**src/rtl/seg_pkg.sv**
```systemverilog
// Shared widths and sample type for the switch feeder and 7-segment decoder.
package seg_pkg;

    localparam int unsigned SW_W   = 8;
    localparam int unsigned CODE_W = 3;

    typedef struct packed {
        logic            en;
        logic [SW_W-1:0] sw;
    } sample_t;

    // Index of the highest set bit; 0 when no bit is set.
    function automatic logic [CODE_W-1:0] prio_enc(input logic [SW_W-1:0] v);
        logic [CODE_W-1:0] idx;
        idx = '0;
        for (int unsigned i = 0; i < SW_W; i++) begin
            if (v[i]) idx = CODE_W'(i);
        end
        return idx;
    endfunction

endpackage

```
**src/rtl/sync_2ff.sv**
```systemverilog
// Two-flop synchroniser for asynchronous board inputs, width-parameterised.
module sync_2ff #(
    parameter int unsigned W = 1
) (
    input  logic         clk,
    input  logic         rst,
    input  logic [W-1:0] d,
    output logic [W-1:0] q
);

    logic [W-1:0] sync1;

    always_ff @(posedge clk) begin
        if (rst) begin
            sync1 <= '0;
            q     <= '0;
        end else begin
            sync1 <= d;
            q     <= sync1;
        end
    end

endmodule

```
**src/rtl/sw_prio_encoder.sv**
```systemverilog
// Synchronises and debounces {en,sw}, then priority-encodes the stable switch
// vector into a registered code/valid pair with a one-cycle change pulse.
module sw_prio_encoder
    import seg_pkg::*;
#(
    parameter int unsigned DEBOUNCE_CYCLES = 16
) (
    input  logic              clk,
    input  logic              rst,
    input  logic [SW_W-1:0]   sw_in,
    input  logic              en_in,
    output logic [CODE_W-1:0] code_o,
    output logic              valid_o,
    output logic              changed_o
);

    localparam int unsigned CNT_W = $clog2(DEBOUNCE_CYCLES);
    localparam logic [CNT_W-1:0] CNT_MAX = CNT_W'(DEBOUNCE_CYCLES - 1);

    sample_t          raw;
    sample_t          sync2;
    sample_t          cand;
    sample_t          stable;
    logic [CNT_W-1:0] cnt;
    logic             commit;
    logic             commit_q;
    logic             valid_nxt;

    assign raw = '{en: en_in, sw: sw_in};

    sync_2ff #(
        .W($bits(sample_t))
    ) u_sync (
        .clk (clk),
        .rst (rst),
        .d   (raw),
        .q   (sync2)
    );

    assign commit    = (cnt == CNT_MAX) && (sync2 == cand) && (cand != stable);
    assign valid_nxt = stable.en & (|stable.sw);

    always_ff @(posedge clk) begin
        if (rst) begin
            cand   <= '0;
            cnt    <= '0;
            stable <= '0;
        end else begin
            if (sync2 != cand) begin
                cand <= sync2;
                cnt  <= '0;
            end else if (cnt != CNT_MAX) begin
                cnt <= cnt + 1'b1;
            end
            if (commit) stable <= cand;
        end
    end

    // The pulse is delayed one extra stage so it lines up with the
    // encoder outputs, which are registered from stable.
    always_ff @(posedge clk) begin
        if (rst) begin
            commit_q  <= 1'b0;
            changed_o <= 1'b0;
            valid_o   <= 1'b0;
            code_o    <= '0;
        end else begin
            commit_q  <= commit;
            changed_o <= commit_q;
            valid_o   <= valid_nxt;
            code_o    <= valid_nxt ? prio_enc(stable.sw) : '0;
        end
    end

endmodule

```
**config.mk**
```make
export PLATFORM = sky130hd
export DESIGN_NAME = sw_prio_encoder
export DESIGN_NICKNAME = d
export VERILOG_FILES = /design/src/rtl/seg_pkg.sv /design/src/rtl/sync_2ff.sv /design/src/rtl/sw_prio_encoder.sv
export SDC_FILE = /design/constraint.sdc
export NUM_CORES = 1
export LEC_CHECK = 0
export CAP_MARGIN = 40
export CORE_MARGIN = 4
export CORE_UTILIZATION = 25
export DETAILED_ROUTE_END_ITERATION = 8
export GPL_TIMING_DRIVEN = 1
export MAX_ROUTING_LAYER = met4
export SYNTH_ARGS = -nofsm -noshare
export SYNTH_HDL_FRONTEND = slang
export SYNTH_HIERARCHICAL = 1
export SYNTH_SLANG_ARGS = --single-unit
```
**constraint.sdc**
```tcl
create_clock -name clk -period 2.1 [get_ports clk]
set_input_delay 0.525 -clock clk [delete_from_list [all_inputs] [get_ports clk]]
set_output_delay 0.525 -clock clk [all_outputs]
set_load 0.05 [all_outputs]
```
==> flow_summary.yaml <==
status:
  result_of_the_run: "finished clean"
cells_and_area:
  area_delta_synth_final_pct: 19.3
  layout.filler_cells: 661
  final_layout_size_suffix_gt1_frac: 0.0929
  nNetsFinal: 194
  antenna-diode-count: 0
  final-instance-count-excl-fill: 260
  final_core_utilization: 0.312
synthesis:
  number_of_standard_cells_after_synthesis: 162
  postSynthAreaPerCell_um2: 10.4
  synth_area_um2: 1690
  ys_types: 32
  synth.yosys.seq_area_share: 0.546
  postSynth.topFlopCell: "dfxtp_1"
  syn_nets: 174
  synth-async-reset-ratio: 0
  synth.yosys.warnings: 6
  synth-edff-count: 0
  ys_ff_latch: 46
setup_path:
  critical_path.startpoint_type: "register"
  timing_worst_setup_path_type: "reg2out"
  timing.critical_path.slowest_cell_delay_ns: 0.80
  cpLargestDelayFamily: "buffers and inverters"
  arrival_time_at_the_worst_endpoint_ns: 1.42
  timing.critical_path.to_type: "output port"
  worstPathBufferInverterCount: 1
  data_required_critical_path_ns: 1.57
  timing.critical_path.fanout_max: 1
  critical_path.cell_chain: "clkdlybuf4s50_1"
  master_of_the_slowest_instance_on_the_critical_path: "clkdlybuf4s50_1"
pwr:
  total_power_mw: 1.54
  power_density_nw_per_um2: 763
  power_frac_clock: 0.348
  power.share.sequential: 0.590
  irDropWorstVdd_uv: 447
  leakagePower_nw: 0.808
  netSwitchingFraction: 0.234
  p_comb_frac: 0.061
  p_int_mw: 1.18
  net-switching-power_uw: 359
sta:
  worstMarginPinSlew_ns: 0.509
  setup_total_negative_slack_ns: 0
  setup_viol: 0
  period_share: 0.926
  rsz0062_at_grt: "false"
  drv_slew: 0
  timing.final.hold_violations: 0
  post-route-min-period_ns: 1.94
  worst_slew_margin_rel: 0.660
  timing.clock.skew_ns: 0.00598
  fin_hold_ws_ns: 0.437
  max_freq_mhz: 514
clock_tree:
  cts-resized-gates: 0
  cts.htree.levels: 2
  clockBufferDepth: 2
  cts_setup_buffers: 0
  cts-buffers-inserted: 5
  cts.clk_slew.worst_paths_ns: 0.09
  tritoncts: "yes"
  cts_num_sinks: 46
  cts_root_buf: "clkbuf_8"
  cts_hold_buf: 0
  clk_latency_ns: 0.30
global_route:
  grt.overflow.total: 0
  grt_util_all_layers: 0.0739
  grt_start_max_net_pins: 21
  grt_pass1_wl_mm: 4.65
  grt_antenna_before_repair: 0
  first_global_vias: 1018
flow_run:
  max_cap_violations: 0
route:
  met2WireLength_mm: 1.02
  dr_wl_met3_um: 152
  routed_wirelength_normalized_by_instance_count_um: 10.4
  drtIter0Drc: 87
  routed_via_density: 4.31
  maxUsedRoutingLayer: "met4"
  drt_pass1_iterations: 4
  drt_wl_total_mm: 2.70
  route.vias.total: 1121
  wl_met1_mm: 1.47
  detail_route.drc_violations: 0
  postRouteAntennaNets: 0
die:
  placeableCoreArea_um2: 6460
  pin_count: 16
  die_height_um: 90.1
  floorplan.rows: 29
  floorplan.initialDensity: 0.261
  die_w_um: 90.1
  die_area_um2: 8120
worst_hold_path:
  worst_hold_path_type: "reg2reg"
place:
  placed_cells_incl_taps: 252
  place.port_buffers: 15
  routability_cong: 0.735
  post-dp-hpwl_mm: 1.89
==> stage by stage <==
stage	area [um^2]	setup slack, ns
after global routing	2010	0.109
after global placement	1920	0.422
after CTS	2010	0.133
after floorplan	1690	0.699
after detailed placement	1920	0.409
final	2010	0.155
==> layout by cell type (no fill, tap or decap), types with 2 or more instances in the layout <==
cell type | netlist | routed
a21oi_1 | 9 | 9
a31oi_1 | 2 | 2
and2b_1 | 7 | 7
buf_4 | 1 | 2
clkbuf_8 | 0 | 5
clkdlybuf4s50_1 | 0 | 15
dfxtp_1 | 46 | 46
nand2b_1 | 2 | 2
nand3_1 | 10 | 10
nor2_1 | 12 | 12
nor2b_1 | 21 | 21
nor3_1 | 3 | 3
nor3_2 | 2 | 2
nor4_2 | 2 | 2
o21ai_0 | 7 | 7
o21ai_1 | 2 | 2
xnor2_1 | 3 | 3
xor2_1 | 16 | 16
==> synth_stat cells, types with 3 or more instances <==
cell	count	area, um^2
nor2_1	12	45.0
nor2b_1	21	131
and2b_1	7	52.6
a21oi_1	9	45.0
o21ai_0	7	35.0
xor2_1	16	140
dfxtp_1	46	921
nand3_1	10	50.1
nor3_1	3	15.0
xnor2_1	3	26.3
==> layer usage <==
| metal | GRT usage | up-vias |
|---|---|---|
| met4 | 0.0421 | 0 |
| met5 | - | - |
| li1 | - | 586 |
| met1 | 0.0935 | 503 |
| met2 | 0.100 | 26 |
| met3 | 0.0275 | 6 |
==> cell type report <==
cell class                      count  area, um^2  share of cell area
Sequential cell                    46         921               0.458
Multi-Input combinational cell    111         736               0.366
Timing Repair Buffer               17         165              0.0821
Tap cell                           77        96.3              0.0479
Clock buffer                        5        68.8              0.0342
Clock inverter                      3        21.3              0.0106
Inverter                            1        3.75             0.00187
==> registers in the layout (all words and copies together) (netlist names) <==
signal and count:
cand 9, changed_o 1, cnt 4, code_o 3, commit_q 1, stable 9
u_sync/q 9, u_sync/sync1 9, valid_o 1
==> worst paths after layout <==
kind                   startpoint  depth (start not counted)  slack [ns]           to
setup / recovery        changed_o                          1        0.16    changed_o
hold / removal    u_sync/sync1[8]                          1        0.44  u_sync/q[8]
setup reg to reg           cnt[0]                          5        0.39    stable[5]
hold reg to reg   u_sync/sync1[8]                          1        0.44  u_sync/q[8]
==> cells by family after synthesis <==
family                     Yosys count  share of synthesized area
and+or+nand+nor                     66                      0.241
muxes                                1                    0.00593
DFF                                 46                      0.546
adders and majority gates            1                    0.00742
buffers and inverters                5                     0.0178
xor gates and xnor gates            19                     0.0987
AOI/OAI and AO/OA                   24                     0.0831
==> power by group through the flow <==
stage,clock network [mW],registers (mW),logic (mW)
after CTS,0.551,0.907,0.0951
after global placement,0,0.927,0.0943
after floorplan,0,0.924,0.0675
final,0.535,0.907,0.0941
after global routing,0.585,0.910,0.104
after detailed placement,0,0.928,0.0951
No activity file was read; power rests on OpenSTA's default activity.
